<file path="config.mk">
export PLATFORM = sky130hd
export DESIGN_NAME = mm_arbiter
export DESIGN_NICKNAME = d
export VERILOG_FILES = /design/src/rtl/mm_arbiter.sv
export SDC_FILE = /design/constraint.sdc
export NUM_CORES = 1
export LEC_CHECK = 0
export ABC_AREA = 1
export ABC_CLOCK_PERIOD_IN_PS = 2300
export CAP_MARGIN = 10
export CORE_AREA = 5 5 467 469
export DETAILED_ROUTE_END_ITERATION = 12
export DIE_AREA = 0 0 472 474
export GPL_TIMING_DRIVEN = 0
export PLACE_DENSITY = 0.42
export SETUP_SLACK_MARGIN = 0.2
export SYNTH_ARGS = -nofsm -noshare
export SYNTH_HDL_FRONTEND = slang
export SYNTH_SLANG_ARGS = --single-unit
</file>
<file path="constraint.sdc">
create_clock -name clk -period 2.3 [get_ports clk]
set_input_delay 0.69 -clock clk [delete_from_list [all_inputs] [get_ports clk]]
set_output_delay 0.69 -clock clk [all_outputs]
set_load 0.05 [all_outputs]
</file>
<file path="src/rtl/mm_arbiter.sv">
// Two-port arbiter (256-bit line port, 32-bit bypass port) onto one memory port.
// One transaction in flight: IDLE -> ISSUE -> (WAIT) -> DONE -> IDLE.
module mm_arbiter #(
  parameter int ADDR_BITS = 15,
  parameter int TIMEOUT   = 15
) (
  input  logic         clk,
  input  logic         reset,
  // line port
  input  logic         l_req,
  input  logic         l_we,
  input  logic [31:0]  l_addr,
  input  logic [255:0] l_wd,
  output logic         l_gnt,
  output logic         l_done,
  output logic         l_err,
  output logic [255:0] l_rd,
  // bypass port
  input  logic         b_req,
  input  logic         b_we,
  input  logic [31:0]  b_addr,
  input  logic [3:0]   b_be,
  input  logic [31:0]  b_wd,
  output logic         b_gnt,
  output logic         b_done,
  output logic         b_err,
  output logic [31:0]  b_rd,
  // memory port
  output logic [31:0]  mm_a,
  output logic [3:0]   mm_be,
  output logic         mm_write,
  output logic         mm_read,
  output logic         mm_bypass,
  output logic [255:0] mm_wd,
  input  logic [255:0] mm_rd,
  input  logic         mm_valid
);

  typedef enum logic [1:0] {
    S_IDLE,
    S_ISSUE,
    S_WAIT,
    S_DONE
  } state_t;

  localparam logic [3:0] TMO_LAST = 4'(TIMEOUT - 1);

  state_t         r_state;
  state_t         w_state_next;

  logic           r_port;       // 1 = bypass owns the transaction
  logic           r_we;
  logic [3:0]     r_be;
  logic           r_err;
  logic [3:0]     r_cnt;
  logic           r_last_byp;
  logic [255:0]   r_line_rd;
  logic [31:0]    r_byp_rd;
  logic [31:0]    r_mm_a;
  logic [255:0]   r_mm_wd;

  logic           w_l_addr_err;
  logic           w_b_addr_err;
  logic           w_l_win;
  logic           w_b_win;
  logic           w_capture;
  logic           w_sel_err;
  logic           w_timeout;

  generate
    if (ADDR_BITS < 32) begin : g_addr_chk
      assign w_l_addr_err = |l_addr[31:ADDR_BITS];
      assign w_b_addr_err = |b_addr[31:ADDR_BITS];
    end else begin : g_addr_full
      assign w_l_addr_err = 1'b0;
      assign w_b_addr_err = 1'b0;
    end
  endgenerate

  // On a tie the port that did not win last time gets the grant.
  assign w_l_win   = (r_state == S_IDLE) && l_req && (!b_req || r_last_byp);
  assign w_b_win   = (r_state == S_IDLE) && b_req && !w_l_win;
  assign w_capture = w_l_win || w_b_win;
  assign w_sel_err = w_l_win ? w_l_addr_err : w_b_addr_err;
  assign w_timeout = (r_cnt == TMO_LAST);

  always_ff @(posedge clk or negedge reset) begin
    if (!reset) begin
      r_state <= S_IDLE;
    end else begin
      r_state <= w_state_next;
    end
  end

  always_comb begin
    w_state_next = r_state;
    l_gnt        = 1'b0;
    b_gnt        = 1'b0;
    l_done       = 1'b0;
    l_err        = 1'b0;
    l_rd         = '0;
    b_done       = 1'b0;
    b_err        = 1'b0;
    b_rd         = '0;
    mm_read      = 1'b0;
    mm_write     = 1'b0;
    mm_be        = 4'h0;
    mm_bypass    = 1'b0;
    case (r_state)
      S_IDLE: begin
        // Grants are masked while reset is held so every output reads zero.
        l_gnt = w_l_win && reset;
        b_gnt = w_b_win && reset;
        if (w_capture) begin
          w_state_next = w_sel_err ? S_DONE : S_ISSUE;
        end
      end
      S_ISSUE: begin
        mm_read      = !r_we;
        mm_write     = r_we;
        mm_be        = r_be;
        mm_bypass    = r_port;
        w_state_next = r_we ? S_DONE : S_WAIT;
      end
      S_WAIT: begin
        if (mm_valid || w_timeout) begin
          w_state_next = S_DONE;
        end
      end
      S_DONE: begin
        if (r_port) begin
          b_done = 1'b1;
          b_err  = r_err;
          b_rd   = r_byp_rd;
        end else begin
          l_done = 1'b1;
          l_err  = r_err;
          l_rd   = r_line_rd;
        end
        w_state_next = S_IDLE;
      end
      default: w_state_next = S_IDLE;
    endcase
  end

  always_ff @(posedge clk or negedge reset) begin
    if (!reset) begin
      r_port     <= 1'b0;
      r_we       <= 1'b0;
      r_be       <= 4'h0;
      r_err      <= 1'b0;
      r_cnt      <= 4'h0;
      r_last_byp <= 1'b1;
      r_line_rd  <= '0;
      r_byp_rd   <= '0;
      r_mm_a     <= '0;
      r_mm_wd    <= '0;
    end else if (w_capture) begin
      r_port     <= w_b_win;
      r_we       <= w_b_win ? b_we : l_we;
      r_be       <= w_b_win ? b_be : 4'hF;
      r_err      <= w_sel_err;
      r_cnt      <= 4'h0;
      r_last_byp <= w_b_win;
      r_line_rd  <= '0;
      r_byp_rd   <= '0;
      // Memory address/data only move for transactions that will be issued.
      if (!w_sel_err) begin
        r_mm_a  <= w_b_win ? b_addr : l_addr;
        r_mm_wd <= w_b_win ? {224'b0, b_wd} : l_wd;
      end
    end else if (r_state == S_WAIT) begin
      if (mm_valid) begin
        if (r_port) begin
          r_byp_rd <= mm_rd[31:0];
        end else begin
          r_line_rd <= mm_rd;
        end
      end else if (w_timeout) begin
        r_err     <= 1'b1;
        r_line_rd <= '0;
        r_byp_rd  <= '0;
      end else begin
        r_cnt <= r_cnt + 4'h1;
      end
    end
  end

  assign mm_a  = r_mm_a;
  assign mm_wd = r_mm_wd;

endmodule

</file>
==> run_results.csv <==
group,metric,value,unit
run_status,run_status,"complete, but fails checks",
run_status,failed_checks,"negative setup slack",
global_route,gr-total-overflow,0,
global_route,groute.usage.overall,0.158,
placement,hpwlAfterDp,148000,um
sta,timing.setup.tns,-430.15,ns
cts,clock_tree_from_tritoncts,"done",
sta,worst_setup_skew_after_layout,0.0291,ns
synthesis,yosys.area_share.xor_xnor,0.000314,
route,drtPass1Iterations,5,
final_layout,layout.cells.most_common,"nand2_1",
synthesis,seq_area_frac_synth,0.529,
sta,timing_hold_violations_final,0,
synthesis,synthesis.instances,3801,
hold_path,min-delay-path-class,"primary input to async pin",
global_route,first_global_vias,30848,
global_route,grt.busiest_layer,"met2",
worst_setup_path,critical_path_class,"flip-flop to output pin",
final_layout,fillers,23783,
placement,port_buffers,1207,
final_layout,final_cell_area,50500,um^2
final_layout,layout_common_cells,"nand2_1 (1224), clkdlybuf4s50_1 (905), dfrtp_1 (586)",
synthesis,synth_mux_area_frac,0,
sta,final_critical_path_setup_slack,-0.876,ns
route,final_antenna_net_count,0,
cts,clock_sinks,590,
sta,setup_viol,1163,
cts,clock_tree.buffer_depth,3,
synthesis,fraction_of_the_mapped_netlist_area_in_compound_gates,0.0195,
placement,dpl_cell_area,44800,um^2
power,cellLeakagePower,0.0240,uW
die,die_area,224000,um^2
synthesis,postSynthRegisterBits,590,
global_route,global_route.usage.met3,0.0537,
job,max_cap_viol_count,0,
global_route,grt.met1_usage,0.169,
worst_setup_path,crit_path_end_kind,"output pin",
synthesis,syn_nets,4427,
final_layout,fraction_of_final_layout_cells_sized_beyond_drive_strength_1,0.174,
cts,cts_made_buffers,82,
synthesis,post_synth_fa_ha_maj_area_fraction,0.00314,
global_route,global_route_wire_length_before_repair,250000,um
final_layout,fin_nets,5794,
sta,tightest_slew,1.12,ns
cts,clk_root_buffer_cell,"clkbuf_16",
worst_setup_path,setup.worst_path.start_class,"flip-flop",
die,core_area,214000,um^2
sta,timing.fmax,0.315,GHz
power,power.density_cell_area,950,nW/um^2
worst_setup_path,data_arrival_time_of_the_worst_path,2.49,ns
power,ir_worst_vdd,0.658,mV
worst_setup_path,critPathMaxStageDelay,0.42,ns
sta,unrepaired_setup_endpoints_after_global_routing,"yes",
route,drt_wl_total,185000,um
global_route,global_route.usage.met2,0.289,
worst_setup_path,critical_path.max_fanout,8,
die,floorplan.initialDensity,0.131,
placement,post-place-ws,-2.37,ns
placement,gp_congestion,0.947,
synthesis,synth_simple_gate_area_share,0.335,
global_route,antenna_found_initial,48,
worst_setup_path,crit_path_top_delay_cell,"dfrtp_2",
power,total_power,48000,uW
die,io_pins,1208,
synthesis,ys.warnings.count,0,
die,fp.dieH,474,um
cts,clk_transition_reported_paths,0.06,ns
sta,slew_hr,0.249,
route,drt-wirelength-per-cell,22.9,um
sta,timing.final.crit_period,3.18,ns
synthesis,synth_area_leaders,"dfrtp_1 (53%), nand2_1 (16%), nand3_1 (9.0%)",
synthesis,yosys.area.top_type,"dfrtp_1",
sta,timing.final.max_slew_violations,0,
synthesis,yosys.area.top_type_share,0.528,
final_layout,syn_to_final_growth,81.0,%
worst_setup_path,required,1.61,ns
sta,fin_crit_sh,1.38,
synthesis,dominant_combinational_cell_family_by_area_after_synthesis,"simple AND/OR/NAND/NOR gates",
worst_setup_path,r2r_setup_slack,-0.65,ns
route,drcViolationCount,0,
die,rows,170,
global_route,grt_max_degree,102,
die,chipWidth,472,um
sta,whs,0.107,ns
route,detailed_router_s_first_iteration_violation_count,1568,
route,average_vias_per_placed_instance,3.71,
cts,clock_tree.htree_level_count,3,
synthesis,mappedNetlistArea,27900,um^2
route,num_vias,29959,
synthesis,netlist-cell-type-count,25,
synthesis,postSynthAreaPerCell,7.34,um^2
cts,clk_latency,0.70,ns
worst_setup_path,worstPathCellList,"ha_4 -> inv_4 -> nor2_4 -> clkinv_8 -> clkbuf_16 -> clkbuf_16 -> nor2_4 -> buf_6",
-- report_power, final --
part	total, uW	internal, uW	switching (uW)
combinational	20800	6750	14100
sequential	13800	12600	1200
clock	13400	7930	5500
total	48000	27200	20800
-- cells by family (layout without fill, tap and decap cells) --
family / count (synthesis) / count (layout)
xor+xnor: 1 / 1
compound gates: 97 / 97
other cells: 0 / 16
fa+ha+maj: 7 / 7
flops: 590 / 590
buf+inv: 789 / 2216
simple gates: 2317 / 2317
-- synthesized netlist by cell type, drive strengths merged --
master,number
a211oi,1
a21boi,17
a21oi,38
buf,146
clkbuf,102
clkinv,1
dfrtp,589
dfstp,1
ha,7
inv,540
nand2,1233
nand3,501
nor2,578
nor3,3
o21ai,37
o22a,4
or2,2
xnor2,1
-- layer usage --
metal,vias to the layer above,share of wire
met1,14358,0.37
met4,26,0.038
met3,234,0.082
li1,14166,-
met5,-,0.0010
met2,1175,0.51
-- area by class of cell --
cell class | count | area [um^2] | share of cell area
Inverter | 541 | 2060 | 0.0408
Buffer | 248 | 1950 | 0.0385
Tap cell | 2838 | 3550 | 0.0703
Timing Repair Buffer | 1283 | 13800 | 0.273
Antenna cell | 16 | 40.0 | 0.000792
Sequential cell | 590 | 14800 | 0.292
Multi-Input combinational cell | 2422 | 11600 | 0.230
Clock buffer | 121 | 2440 | 0.0483
Clock inverter | 23 | 352 | 0.00696
-- path summary, 6_finish.rpt --
check / from / depth (start not counted) / end
worst max-delay path: r_state[0] / 8 / l_rd[40]
worst min-delay path: reset / 2 / r_line_rd[222]
worst max register to register: r_state[0] / 13 / r_byp_rd[9]
worst min register to register: r_line_rd[217] / 2 / r_line_rd[217]
max in group asynchronous: reset / 5 / mm_wd[24]
min in group clk: r_line_rd[217] / 2 / r_line_rd[217]
-- state kept, by name (all words and copies together), names as in the netlist --
signal      cells
r_we            1
r_err           1
r_cnt           4
r_last_byp      1
mm_a           32
r_state         2
r_byp_rd       32
r_be            4
mm_wd         256
r_port          1
r_line_rd     256
-- critical path, delay by kind of cell (launching register included) --
family | cells | cell delay [ns]
buf+inv | 5 | 0.79
fa+ha+maj | 1 | 0.18
simple gates | 2 | 0.39
flops | 1 | 0.42
-- per-stage QoR --
| stage | cells | utilization |
|---|---|---|
| floorplan | 3801 | - |
| global placement | 7846 | 0.209 |
| detailed placement | 7853 | 0.210 |
| CTS | 8028 | 0.229 |
| global route | 8074 | 0.237 |
| finish | 8082 | 0.237 |
-- repair_timing --
action | CTS | global route
endpoints found under the setup margin | 1176 | 1278
cloned | 21 | 6
resized for setup | 1906 | 520
hold buffers | 3 | 0
hold endpoints to repair | 58 | 0
pin swaps | 12 | 20
setup buffers | 7 | 32
Note: power is estimated with default switching activity, not from simulation.
